### src/rtl/com_tx_queue_pkg.sv
// Shared definitions for the com_mod transmit path: FSM state encoding and
// default sizing constants, also intended for the future receive side.
package com_tx_queue_pkg;

    typedef enum logic [1:0] {
        ST_IDLE = 2'd0,
        ST_LOAD = 2'd1,
        ST_SEND = 2'd2,
        ST_GAP  = 2'd3
    } tx_state_t;

    localparam int DEF_DEPTH      = 8;
    localparam int DEF_ADDR_W     = 3;
    localparam int DEF_GAP_CYCLES = 16;
    localparam int DEF_TIMEOUT    = 8192;

endpackage

### src/rtl/com_tx_queue_if.sv
// Parallel load/transmit handshake between the tx queue (master) and com_mod
// (slave).
interface com_tx_queue_if;

    logic [7:0] P_data_in;
    logic       load;
    logic       transmit_enable;
    logic       char_sent;

    modport master (
        output P_data_in,
        output load,
        output transmit_enable,
        input  char_sent
    );

    modport slave (
        input  P_data_in,
        input  load,
        input  transmit_enable,
        output char_sent
    );

endinterface

### src/rtl/com_tx_fifo.sv
// Byte FIFO feeding the com_mod transmitter: storage, wrapping pointers,
// registered count/full/empty and a sticky overflow flag.
module com_tx_fifo
    import com_tx_queue_pkg::*;
#(
    parameter int DEPTH  = DEF_DEPTH,
    parameter int ADDR_W = DEF_ADDR_W
) (
    input  logic              clk,
    input  logic              rst_n,
    input  logic [7:0]        wr_data,
    input  logic              wr_en,
    input  logic              rd_en,
    input  logic              clr_err,
    output logic [7:0]        rd_data,
    output logic              full,
    output logic              empty,
    output logic [ADDR_W:0]   count,
    output logic              overflow
);

    logic [7:0]        mem [DEPTH];
    logic [ADDR_W-1:0] wr_ptr;
    logic [ADDR_W-1:0] rd_ptr;
    logic              do_wr;
    logic              do_rd;
    logic              drop;
    logic [ADDR_W:0]   count_nx;

    // A full queue still takes a write when the head leaves in the same cycle.
    assign do_rd   = rd_en && !empty;
    assign do_wr   = wr_en && (!full || do_rd);
    assign drop    = wr_en && !do_wr;
    assign rd_data = mem[rd_ptr];

    always_comb begin
        count_nx = count;
        if (do_wr && !do_rd) begin
            count_nx = count + 1'b1;
        end else if (do_rd && !do_wr) begin
            count_nx = count - 1'b1;
        end
    end

    always_ff @(posedge clk) begin
        if (do_wr) begin
            mem[wr_ptr] <= wr_data;
        end
    end

    always_ff @(posedge clk or negedge rst_n) begin
        if (!rst_n) begin
            wr_ptr   <= '0;
            rd_ptr   <= '0;
            count    <= '0;
            full     <= 1'b0;
            empty    <= 1'b1;
            overflow <= 1'b0;
        end else begin
            if (do_wr) begin
                wr_ptr <= wr_ptr + 1'b1;
            end
            if (do_rd) begin
                rd_ptr <= rd_ptr + 1'b1;
            end
            count <= count_nx;
            full  <= (int'(count_nx) == DEPTH);
            empty <= (count_nx == '0);
            // A fresh drop beats a simultaneous clear.
            if (drop) begin
                overflow <= 1'b1;
            end else if (clr_err) begin
                overflow <= 1'b0;
            end
        end
    end

endmodule

### src/rtl/com_tx_queue.sv
// Transmit-side front end for com_mod: queues game bytes and feeds them one
// at a time through the load/transmit_enable/char_sent handshake.
module com_tx_queue
    import com_tx_queue_pkg::*;
#(
    parameter int DEPTH      = DEF_DEPTH,
    parameter int ADDR_W     = DEF_ADDR_W,
    parameter int GAP_CYCLES = DEF_GAP_CYCLES,
    parameter int TIMEOUT    = DEF_TIMEOUT
) (
    input  logic             CLOCK_50,
    input  logic             reset,
    input  logic [7:0]       wr_data,
    input  logic             wr_en,
    input  logic             clr_err,
    com_tx_queue_if.master   tx,
    output logic             full,
    output logic             empty,
    output logic [ADDR_W:0]  count,
    output logic             busy,
    output logic             overflow,
    output logic             tx_timeout
);

    localparam int CNT_MAX = (TIMEOUT > GAP_CYCLES) ? TIMEOUT : GAP_CYCLES;
    localparam int CW      = (CNT_MAX > 1) ? $clog2(CNT_MAX) : 1;

    tx_state_t     state;
    tx_state_t     state_nx;
    logic [CW-1:0] cnt;
    logic [7:0]    head;
    logic [7:0]    data_q;
    logic [7:0]    data_nx;
    logic          load_q;
    logic          load_nx;
    logic          te_q;
    logic          te_nx;
    logic          pop;
    logic          timeout_set;
    logic          timeout_hit;
    logic          gap_done;

    com_tx_fifo #(
        .DEPTH  (DEPTH),
        .ADDR_W (ADDR_W)
    ) u_fifo (
        .clk      (CLOCK_50),
        .rst_n    (reset),
        .wr_data  (wr_data),
        .wr_en    (wr_en),
        .rd_en    (pop),
        .clr_err  (clr_err),
        .rd_data  (head),
        .full     (full),
        .empty    (empty),
        .count    (count),
        .overflow (overflow)
    );

    assign timeout_hit = (TIMEOUT != 0) && (int'(cnt) == TIMEOUT - 1);
    assign gap_done    = (int'(cnt) == GAP_CYCLES - 1);

    assign tx.P_data_in       = data_q;
    assign tx.load            = load_q;
    assign tx.transmit_enable = te_q;

    // Next-state and next-output logic; outputs are computed one cycle ahead
    // so every handshake signal comes straight from a flop.
    always_comb begin
        state_nx    = state;
        data_nx     = data_q;
        load_nx     = 1'b0;
        te_nx       = 1'b0;
        pop         = 1'b0;
        timeout_set = 1'b0;
        unique case (state)
            ST_IDLE: begin
                if (!empty) begin
                    state_nx = ST_LOAD;
                    load_nx  = 1'b1;
                    data_nx  = head;
                end
            end
            ST_LOAD: begin
                pop      = 1'b1;
                state_nx = ST_SEND;
                te_nx    = 1'b1;
            end
            ST_SEND: begin
                if (tx.char_sent) begin
                    state_nx = ST_GAP;
                end else if (timeout_hit) begin
                    state_nx    = ST_GAP;
                    timeout_set = 1'b1;
                end else begin
                    te_nx = 1'b1;
                end
            end
            ST_GAP: begin
                if (gap_done) begin
                    state_nx = ST_IDLE;
                end
            end
            default: state_nx = ST_IDLE;
        endcase
    end

    // One counter serves both the SEND watchdog and the GAP spacing; it
    // restarts on every state change.
    always_ff @(posedge CLOCK_50 or negedge reset) begin
        if (!reset) begin
            state      <= ST_IDLE;
            cnt        <= '0;
            data_q     <= '0;
            load_q     <= 1'b0;
            te_q       <= 1'b0;
            busy       <= 1'b0;
            tx_timeout <= 1'b0;
        end else begin
            state  <= state_nx;
            data_q <= data_nx;
            load_q <= load_nx;
            te_q   <= te_nx;
            busy   <= (state_nx != ST_IDLE);
            if (state_nx != state) begin
                cnt <= '0;
            end else if (state == ST_SEND || state == ST_GAP) begin
                cnt <= cnt + 1'b1;
            end
            if (timeout_set) begin
                tx_timeout <= 1'b1;
            end else if (clr_err) begin
                tx_timeout <= 1'b0;
            end
        end
    end

endmodule
### src/flat_wrapper.sv
// flat-port wrapper written by rule: the top's interface ports become plain ports
module com_tx_queue_flat import com_tx_queue_pkg::*;
#(
    parameter int DEPTH      = DEF_DEPTH,
    parameter int ADDR_W     = DEF_ADDR_W,
    parameter int GAP_CYCLES = DEF_GAP_CYCLES,
    parameter int TIMEOUT    = DEF_TIMEOUT
)
  (CLOCK_50, reset, wr_data, wr_en, clr_err, full, empty, count, busy, overflow, tx_timeout, tx_P_data_in, tx_load, tx_transmit_enable, tx_char_sent);
  com_tx_queue_if tx_i ();
  input  logic CLOCK_50;
  input  logic reset;
  input  logic [7:0] wr_data;
  input  logic wr_en;
  input  logic clr_err;
  output logic full;
  output logic empty;
  output logic [ADDR_W:0] count;
  output logic busy;
  output logic overflow;
  output logic tx_timeout;
  output wire logic [$bits(tx_i.P_data_in)-1:0] tx_P_data_in;
  output wire logic [$bits(tx_i.load)-1:0] tx_load;
  output wire logic [$bits(tx_i.transmit_enable)-1:0] tx_transmit_enable;
  input wire logic [$bits(tx_i.char_sent)-1:0] tx_char_sent;
  assign tx_P_data_in = tx_i.P_data_in;
  assign tx_load = tx_i.load;
  assign tx_transmit_enable = tx_i.transmit_enable;
  assign tx_i.char_sent = tx_char_sent;
  com_tx_queue #(.DEPTH(DEPTH), .ADDR_W(ADDR_W), .GAP_CYCLES(GAP_CYCLES), .TIMEOUT(TIMEOUT)) u_core (.CLOCK_50(CLOCK_50), .reset(reset), .wr_data(wr_data), .wr_en(wr_en), .clr_err(clr_err), .tx(tx_i), .full(full), .empty(empty), .count(count), .busy(busy), .overflow(overflow), .tx_timeout(tx_timeout));
endmodule
### config.mk
export PLATFORM = sky130hd
export DESIGN_NAME = com_tx_queue_flat
export DESIGN_NICKNAME = d
export VERILOG_FILES = /design/src/rtl/com_tx_queue_pkg.sv /design/src/rtl/com_tx_queue_if.sv /design/src/rtl/com_tx_fifo.sv /design/src/rtl/com_tx_queue.sv /design/src/flat_wrapper.sv
export SDC_FILE = /design/constraint.sdc
export NUM_CORES = 1
export LEC_CHECK = 0
export BUFFER_PORTS_ARGS = -buffer_cell sky130_fd_sc_hd__buf_2
export CAP_MARGIN = 10
export CORE_MARGIN = 1.5
export CORE_UTILIZATION = 45
export CTS_BUF_LIST = sky130_fd_sc_hd__clkbuf_2 sky130_fd_sc_hd__clkbuf_4 sky130_fd_sc_hd__clkbuf_8
export DETAILED_ROUTE_END_ITERATION = 8
export GPL_ROUTABILITY_DRIVEN = 0
export SLEW_MARGIN = 40
export SYNTH_ARGS = -nofsm -noshare
export SYNTH_HDL_FRONTEND = slang
export SYNTH_SLANG_ARGS = --single-unit
### constraint.sdc
create_clock -name CLOCK_50 -period 4.05 [get_ports CLOCK_50]
set_input_delay 0.81 -clock CLOCK_50 [delete_from_list [all_inputs] [get_ports CLOCK_50]]
set_output_delay 0.81 -clock CLOCK_50 [all_outputs]
set_load 0.1 [all_outputs]
==> metrics.md, run 1 <==
| Metric | Value |
|---|---|
| Startpoint types | `flop` |
| Synthesized flop and latch total | `between 100 and 150` |
| Setup bufs post-CTS | `0` |
| Final min period | `2749 ps` |
| Synth Instances | `298` |
| Root Buffer | `clkbuf_8` |
| Starting Density | `46.88%` |
| Syn_area_per_cell | `14.74 um^2` |
| Global-route wire length before repair | `~13000 um` |
| Final WL | `8126 um` |
| # resized after CTS | `0` |
| Pwr dens | `roughly 800 nW/um^2` |
| Max VDD drop | `645.9 uV` |
| Nets | `~360` |
| Die X-Extent | `101.8 um` |
| Vias per cell | `5.113` |
| Synth cell types | `43` |
| # rows | `35` |
| Area contributors post-synth | `edfxtp_1 44%, dfrtp_1 22%, mux4_2 8.2%` |
| Crit path kind | `flop to flop` |
| Vert. Die Dim | `101.8 um` |
| CTS sink cnt | `104` |
| GRT Util Overall | `17.41%` |
| Synth Flop Type | `edfxtp_1` |
| Final Hold Viols | `0` |
| Antenna Cells | `0` |
| CTS tree | `built` |
| Count leader, synth | `edfxtp_1` |
| Cts hold-fix bufs | `0` |
| First-pass DRT Iterations | `4` |
| Hold WC Path Type | `primary input to async pin` |
| Storage element area | `2925 um^2` |
| CP Data Required Time | `about 4100 ps` |
| Max Clk Rate | `0.3638 GHz` |
| Max Slew Vio Count | `0` |
| Leak | `1.852 nW` |
| Critical Path AT | `2750 ps` |
| WL per Instance | `about 17 um` |
| Final period utilization | `between 60% and 70%` |
| Worst-path fanout max | `8` |
| Total grt overflow | `0` |
| Post-synth net total | `between 300 and 400` |
| Final HPWL DP | `5660 um` |
| Least-Margin Pin Slew | `780.2 ps` |
| Status | `completed` |
| YS warnings | `0` |
| Multi-input gate area | `approximately 1400 um^2` |
| Max Clock Skew | `19.87 ps` |
| Post-synth EDFFs | `64` |
| RSZ-0062 raised after global routing | `no` |
| Filler cells | `slightly above 800` |
| Die area | `slightly above 10000 um^2` |
| Vias in the first global route | `2355` |
| Synth top area share | `43.75%` |
| Largest net degree at the start of global routing | `41` |
| Area of the mapped netlist | `4393 um^2` |
| Total Neg Setup Slack | `0 ps` |
| CTS H-tree lvls | `3` |
| Element type at the critical path end | `flop` |
| Initial drt markers | `109` |
| Routed vias | `2388` |
| Layout Area Growth over Synthesis | `11.05%` |
| Normalized max-slew margin | `47.99%` |
| Clk slew on worst S/H paths | `approximately 110 ps` |
| # IOs | `32` |
| Area leader, netlist | `edfxtp_1` |
| Pwr Total | `0.003887 W` |
| Antenna viol nets, final | `0` |
| Share of layout cells above drive strength 1 | `21.60%` |
| Asr flop ratio synth | `38.46%` |
| Core area | `approximately 9400 um^2` |
| Top cells by instance count after synthesis | `64 x edfxtp_1, 39 x dfrtp_1, 28 x nand2_1, 27 x nor2_1, 16 x mux4_2` |
| Initial antenna violation count | `0` |
| Post-synthesis sequential area ratio | `66.56%` |
| Max-cap violations | `0` |
| DRC viols | `0` |
| Clk Latency, worst-skew pair | `370 ps` |
| Clock Path Buffers | `2` |
| Final setup vio count | `0` |
| CTS buffer count | `9` |
| Port Buf Inserts | `31` |
| Hold_ws | `401.6 ps` |
[power breakdown]
group,internal [W],switching [W],total [W]
logic,0.000492,0.00116,0.00165
clock network,0.000247,0.000373,0.000620
registers,0.00138,0.000237,0.00161
[layer usage]
metal | up-vias | wire length, um | global-route usage (%)
li1 | 1159 | - | -
met1 | 1180 | 4281 | 27.24
met2 | 43 | 3448 | 23.95
met3 | 6 | 317 | 4.141
met4 | 0 | 78 | 5.556
met5 | - | 0 | 0
[flip-flops by register name, summed over array words and instances, names as in the netlist]
| signal | flops |
|---|---|
| u_core.tx_timeout | 1 |
| u_core.busy | 1 |
| u_core.u_fifo.empty | 1 |
| u_core.cnt | 13 |
| u_core.u_fifo.full | 1 |
| u_core.u_fifo.overflow | 1 |
| u_core.u_fifo.wr_ptr | 3 |
| u_core.state | 2 |
| u_core.u_fifo.mem | 64 |
| u_core.tx.transmit_enable | 1 |
| u_core.tx.P_data_in | 8 |
| u_core.tx.load | 1 |
| u_core.u_fifo.rd_ptr | 3 |
| u_core.u_fifo.count | 4 |
[worst paths after layout]
kind	start	endpoint	slack [ps]	cells past startpoint
setup / recovery	u_core.state[1]$_DFF_PN0_	u_core.u_fifo.mem[3][2]$_DFFE_PP_	1300	6
hold / removal	reset	u_core.cnt[10]$_DFFE_PN0P_	400	1
setup reg to reg	u_core.state[1]$_DFF_PN0_	u_core.u_fifo.mem[3][2]$_DFFE_PP_	1300	6
hold reg to reg	u_core.tx.P_data_in[1]$_DFFE_PN0P_	u_core.tx.P_data_in[1]$_DFFE_PN0P_	480	2
max in group asynchronous	reset	u_core.u_fifo.rd_ptr[0]$_DFFE_PN0P_	3260	1
min in group CLOCK_50	u_core.tx.P_data_in[1]$_DFFE_PN0P_	u_core.tx.P_data_in[1]$_DFFE_PN0P_	480	2
[per-stage QoR]
step | worst slack [ps] | util (%) | instance area [um^2] | cells
final | 1301 | 52.06 | 4878 | 467
after global routing | 988.2 | 52.06 | 4878 | 467
after CTS | 1279 | 52.06 | 4878 | 467
after detailed placement | 1317 | 49.99 | 4684 | 451
after global placement | 1399 | 49.95 | 4681 | 451
after floorplan | 1557 | - | 4393 | 298
[worst max-delay path, stage by stage, from the launching register on]
cell and delay (ps):
dfrtp_1 460, inv_1 150, ha_1 290, nand2b_1 220, a21oi_1 440, nand2_1 210, nor2_1 590
[cell type report]
class | count | share of cell area (%)
flip-flops and latches | 104 | 59.96
multi-input cells | 174 | 28.37
repair buffers | 33 | 3.539
well taps | 129 | 3.309
clock buffers | 10 | 2.693
clock inverters | 6 | 1.282
inverters | 11 | 0.8464
[cells by family after synthesis]
group | share of synthesized area, %
AND/OR/NAND/NOR | 9.342
XOR/XNOR | 3.788
adder cells (fa/ha/maj) | 2.848
AO/OA/AOI/OAI | 4.985
buffers and inverters | 1.937
multiplexers | 10.54
flip-flops | 66.56
[cell usage in the layout, fill, tap and decap left out, types with 9 or more instances in the layout]
cell	instances
nor2_1	27
o21ai_0	13
xor2_1	11
clkbuf_8	9
dfrtp_1	38
ha_1	10
nand2_1	28
inv_1	11
buf_2	30
mux4_2	16
edfxtp_1	64
Power figures use the tool's default switching activity.
==> run 2: changes to the inputs <==
==> constraint.sdc (replaced) <==
create_clock -name CLOCK_50 -period 2.25 [get_ports CLOCK_50]
set_input_delay 0.45 -clock CLOCK_50 [delete_from_list [all_inputs] [get_ports CLOCK_50]]
set_output_delay 0.45 -clock CLOCK_50 [all_outputs]
set_load 0.1 [all_outputs]
==> run 2 against run 1 <==
Net effect:
- sequential share of layout area fell by 2.1 points
- global-route usage fell by 0.45 points
- critical path depth did not move
- worst hold slack got worse by 320 ps
- non-clock buffer count rose by 18
- die area did not move
- total power rose by 88%
- fmax rose by 34%
- register-to-register slack got worse by 1100 ps
- largest power group unchanged
- combinational power rose by 98%
- sequential power rose by 73%
- clock skew fell by 9.0 ps
==> metrics.md, run 2 (same netlist as run 1, synthesis figures left out) <==
| Metric | Value |
|---|---|
| Status | `completed` |
| Slack of the critical path | `199.8 ps` |
| Multi-input gate area | `1403 um^2` |
| Antenna Cells | `0` |
| Final min period | `2050 ps` |
| Worst setup path startpoint | `u_core.cnt[8]$_DFFE_PN0P_` |
| Total grt overflow | `0` |
| Pwr dens | `1444 nW/um^2` |
| Clock Path Buffers | `2` |
| RSZ-0062 raised after global routing | `no` |
| Reg2Reg Capture Point | `u_core.cnt[0]$_DFFE_PN0P_` |
| CTS tree | `built` |
| Port Buf Inserts | `31` |
| CTS buffer count | `9` |
| Share of layout cells above drive strength 1 | `26.69%` |
| CTS H-tree lvls | `3` |
| DRC viols | `0` |
| Nets | `374` |
| Hold WC Path Type | `primary input to async pin` |
| Final setup vio count | `0` |
| Vias in the first global route | `2439` |
| Worst setup endpoint | `u_core.cnt[0]$_DFFE_PN0P_` |
| Routed vias | `2495` |
| Most common cell after layout, fill and taps aside | `edfxtp_1` |
| Crit path kind | `flop to flop` |
| Global-route wire length before repair | `13000 um` |
| Vias per cell | `5.144` |
| Normalized max-slew margin | `58.79%` |
| First-pass DRT Iterations | `4` |
| Layout Area Growth over Synthesis | `14.98%` |
| Initial antenna violation count | `0` |
| GRT Util Overall | `16.95%` |
| Final Hold Viols | `0` |
| Clk Latency, worst-skew pair | `approximately 360 ps` |
| Hold_ws | `85.34 ps` |
| Initial drt markers | `98` |
| Critical Path AT | `2300 ps` |
| Storage element area | `2924 um^2` |
| DP Worst Slack | `184.1 ps` |
| # IOs | `32` |
| Largest net degree at the start of global routing | `27` |
| Die X-Extent | `101.8 um` |
| Max VDD drop | `between 900 and 1000 uV` |
| Max-cap violations | `0` |
| Launch point of the worst reg-to-reg path | `u_core.cnt[8]$_DFFE_PN0P_` |
| Vert. Die Dim | `101.8 um` |
| Die area | `10360 um^2` |
| Least-Margin Pin Slew | `about 620 ps` |
| Filler cells | `828` |
| Final WL | `7830 um` |
| Startpoint types | `flop` |
| Final HPWL DP | `5306 um` |
| Starting Density | `46.88%` |
| Leak | `1.959 nW` |
| Clk slew on worst S/H paths | `100 ps` |
| Max Slew Vio Count | `0` |
| Worst-path fanout max | `13` |
| Max Clock Skew | `10.88 ps` |
| CP Data Required Time | `between 2000 and 3000 ps` |
| CTS sink cnt | `104` |
| Element type at the critical path end | `flop` |
| R2R depth | `6` |
| Max Clk Rate | `0.4878 GHz` |
| Root Buffer | `clkbuf_8` |
| Reg2Reg Setup Slack | `200 ps` |
| Final period utilization | `between 90% and 100%` |
| WL per Instance | `roughly 16 um` |
| Largest reg by FF count | `u_core.u_fifo.mem` |
| Total Neg Setup Slack | `0 ps` |
| Largest register FFs | `64` |
| Setup bufs post-CTS | `0` |
| Antenna viol nets, final | `0` |
| # rows | `35` |
| Core area | `9371 um^2` |
| Most frequent cells in the layout | `64 x edfxtp_1, 39 x dfrtp_1, 31 x buf_2, 28 x nand2_1, 27 x nor2_1` |
| Pwr Total | `0.007294 W` |
run 2: cell types whose count changed in the layout (fill, tap and decap cells not counted), moves of 2 or more:
cell,previous run,this run
buf_4,3,20
inv_8,1,4
nor3_2,0,2
nor3_1,7,5
run 2: how the worst min path moves through the flow:
stage	startpoint	end	slack (ps)	cells after the start
after floorplan	reset	u_core.busy$_DFF_PN0_	150	0
after global placement	u_core.tx.P_data_in[3]$_DFFE_PN0P_	u_core.tx.P_data_in[3]$_DFFE_PN0P_	460	2
after detailed placement	u_core.tx.P_data_in[4]$_DFFE_PN0P_	u_core.tx.P_data_in[4]$_DFFE_PN0P_	470	2
after CTS	reset	u_core.cnt[11]$_DFFE_PN0P_	90	1
after global routing	reset	u_core.cnt[10]$_DFFE_PN0P_	110	1
final	reset	u_core.cnt[11]$_DFFE_PN0P_	90	1
run 2: layout make-up:
cell class	count	share of cell area (%)
clock buffer	9	2.452
clock inverter	7	1.833
inverter	11	0.8174
multi-input combinational	174	27.77
sequential	104	57.89
tap	129	3.195
timing repair buffer	51	6.044
run 2: critical path, stage by stage (launching register included):
cell	delay, ps
dfrtp_1	430
or4_4	550
o41ai_4	400
nand2_1	120
o221ai_2	170
buf_4	220
nor2_1	60
run 2: timing repair:
| item | CTS | global route |
|---|---|---|
| endpoints found under the hold margin | 0 | 0 |
| endpoints found under the setup margin | 0 | 56 |
| hold buffers | 0 | 0 |
| gates resized for setup | 0 | 3 |
run 2: where the power goes:
part	total, W	leakage, nW	switching, W	internal (W)
Sequential	0.00279	1.09	0.000311	0.00248
Combinational	0.00327	0.755	0.00226	0.00101
Clock	0.00124	0.112	0.000687	0.000552
Total	0.00729	1.96	0.00326	0.00404
run 2: metal layers:
| layer | vias to the layer above | share of wire [%] | track usage (%) |
|---|---|---|---|
| met5 | - | 0 | 0 |
| met2 | 55 | 46 | 25.23 |
| li1 | 1198 | - | - |
| met3 | 9 | 3.9 | 3.106 |
| met1 | 1233 | 49 | 25.08 |
| met4 | 0 | 1.2 | 6.090 |
run 2: metrics by stage:
stage	std cells	area (um^2)	utilization, %
floorplan	298	4403	-
finish	485	5051	53.90
global placement	469	4826	51.50
CTS	485	5042	53.81
global route	485	5051	53.90
detailed placement	469	4826	51.50
==> run 3: changes to the inputs <==
--- a/config.mk
+++ b/config.mk
@@ -12,6 +12,7 @@
 export CTS_BUF_LIST = sky130_fd_sc_hd__clkbuf_2 sky130_fd_sc_hd__clkbuf_4 sky130_fd_sc_hd__clkbuf_8
 export DETAILED_ROUTE_END_ITERATION = 8
 export GPL_ROUTABILITY_DRIVEN = 0
+export MAX_ROUTING_LAYER = met4
 export SLEW_MARGIN = 40
 export SYNTH_ARGS = -nofsm -noshare
 export SYNTH_HDL_FRONTEND = slang
==> run 3 against run 2 <==
Net effect:
- sequential power barely moved
- critical endpoint unchanged
- sequential share of layout area did not move
- critical path type unchanged
- largest cell class unchanged
- combinational power barely moved
- die area did not move
- total power rose by 0.21%
- flip-flop and latch count did not move
- core utilization did not move
- cell area did not move
- final cell count did not move
- worst setup slack improved by 1.0 ps
==> metrics.md, run 3 (same netlist as run 1, synthesis figures left out) <==
| Metric | Value |
|---|---|
| Status | `completed` |
| Hold_ws | `a little over 80 ps` |
| CTS sink cnt | `104` |
| Final min period | `2049 ps` |
| Reg2Reg Capture Point | `u_core.cnt[0]$_DFFE_PN0P_` |
| First-pass DRT Iterations | `4` |
| # IOs | `32` |
| Starting Density | `a little under half` |
| Nets | `approximately 370` |
| Initial antenna violation count | `0` |
| Max-cap violations | `0` |
| Core area | `9371 um^2` |
| GRT Util Overall | `between 10% and 20%` |
| Layout Area Growth over Synthesis | `14.98%` |
| Max Clock Skew | `10.97 ps` |
| Initial drt markers | `99` |
| Normalized max-slew margin | `58.61%` |
| Die area | `about 10000 um^2` |
| Worst setup endpoint | `u_core.cnt[0]$_DFFE_PN0P_` |
| DP Worst Slack | `184.1 ps` |
| Share of layout cells above drive strength 1 | `26.69%` |
| R2R depth | `6` |
| Least-Margin Pin Slew | `620.8 ps` |
| CTS tree | `built` |
| Worst setup path startpoint | `u_core.cnt[9]$_DFFE_PN0P_` |
| Clock Path Buffers | `2` |
| WL per Instance | `16.31 um` |
| Final period utilization | `91.08%` |
| Leak | `1.959 nW` |
| Final WL | `7911 um` |
| Final Hold Viols | `0` |
| Vias in the first global route | `2441` |
| DRC viols | `0` |
| Largest register FFs | `64` |
| CP Data Required Time | `2500 ps` |
| Filler cells | `between 800 and 900` |
| Total grt overflow | `0` |
| Startpoint types | `flop` |
| Antenna Cells | `0` |
| Cts hold-fix bufs | `0` |
| Die X-Extent | `101.8 um` |
| Vert. Die Dim | `roughly 100 um` |
| Root Buffer | `clkbuf_8` |
| # rows | `35` |
| Clk Latency, worst-skew pair | `between 300 and 400 ps` |
| Max Clk Rate | `0.4880 GHz` |
| Final setup vio count | `0` |
| Port Buf Inserts | `31` |
| Total Neg Setup Slack | `0 ps` |
| RSZ-0062 raised after global routing | `no` |
| Global-route wire length before repair | `12990 um` |
| Hold WC Path Type | `primary input to async pin` |
| Launch point of the worst reg-to-reg path | `u_core.cnt[9]$_DFFE_PN0P_` |
| Most common cell after layout, fill and taps aside | `edfxtp_1` |
| Clk slew on worst S/H paths | `100 ps` |
| CTS buffer count | `9` |
| Largest net degree at the start of global routing | `27` |
| Pwr dens | `around 1400 nW/um^2` |
| Slack of the critical path | `200.8 ps` |
| Antenna viol nets, final | `0` |
| Final HPWL DP | `5306 um` |
| Largest reg by FF count | `u_core.u_fifo.mem` |
| CTS H-tree lvls | `3` |
| Most frequent cells in the layout | `64 x edfxtp_1, 39 x dfrtp_1, 31 x buf_2, 28 x nand2_1, 27 x nor2_1` |
| # resized after CTS | `0` |
| Max VDD drop | `919.2 uV` |
| Element type at the critical path end | `flop` |
| Critical Path AT | `2300 ps` |
| Non-Filler Instances | `485` |
| Crit path kind | `flop to flop` |
| Routed vias | `2495` |
| Vias per cell | `5.144` |
| Worst-path fanout max | `13` |
| Placed cell count | `around 470` |
| Max Slew Vio Count | `0` |
| Reg2Reg Setup Slack | `around 200 ps` |
| Setup bufs post-CTS | `0` |
run 3: cell counts in the layout (fill, tap and decap cells not counted):
No cell type changed its count.
run 3: through the flow:
stage | total power, W | utilization [%] | instance area (um^2)
6_report | 0.007310 | 53.90 | 5051
5_1_grt | 0.007740 | 53.90 | 5051
4_1_cts | 0.007374 | 53.81 | 5042
3_5_place_dp | 0.006125 | 51.50 | 4826
3_3_place_gp | 0.006101 | 51.50 | 4826
2_1_floorplan | 0.005402 | - | 4403
run 3: power breakdown:
group | leakage, nW | switching [W] | internal [W]
sequential | 1.09 | 0.000313 | 0.00248
clock | 0.112 | 0.000695 | 0.000552
combinational | 0.755 | 0.00226 | 0.00101
run 3: worst min-delay path by stage:
stage                                                    end  slack [ps]  cells past startpoint
after CTS                         u_core.cnt[11]$_DFFE_PN0P_          90                      1
final                             u_core.cnt[11]$_DFFE_PN0P_          80                      1
after detailed placement  u_core.tx.P_data_in[4]$_DFFE_PN0P_         470                      2
after global placement    u_core.tx.P_data_in[3]$_DFFE_PN0P_         460                      2
after global routing              u_core.cnt[10]$_DFFE_PN0P_         110                      1
after floorplan                        u_core.busy$_DFF_PN0_         150                      0
run 3: worst max-delay path, stage by stage (launching register included):
cell and delay [ps]:
dfrtp_1 420, or4_4 560, o41ai_4 400, nand2_1 120
o221ai_2 170, buf_4 220, nor2_1 60
run 3: cell type report:
cell class                      count  area (um^2)  area share (%)
Tap cell                          129        161.4           3.195
Multi-Input combinational cell    174         1403           27.77
Clock inverter                      7        92.59           1.833
Clock buffer                        9        123.9           2.452
Inverter                           11        41.29          0.8174
Sequential cell                   104         2924           57.89
Timing Repair Buffer               51        305.3           6.044
run 3: per-layer routing:
layer  track usage, %  wire, um  up-vias
met4            6.410        94        0
met1            25.13      4034     1250
met3            2.899       186        8
li1                 -         -     1200
met5                -         0        -
met2            25.23      3595       37
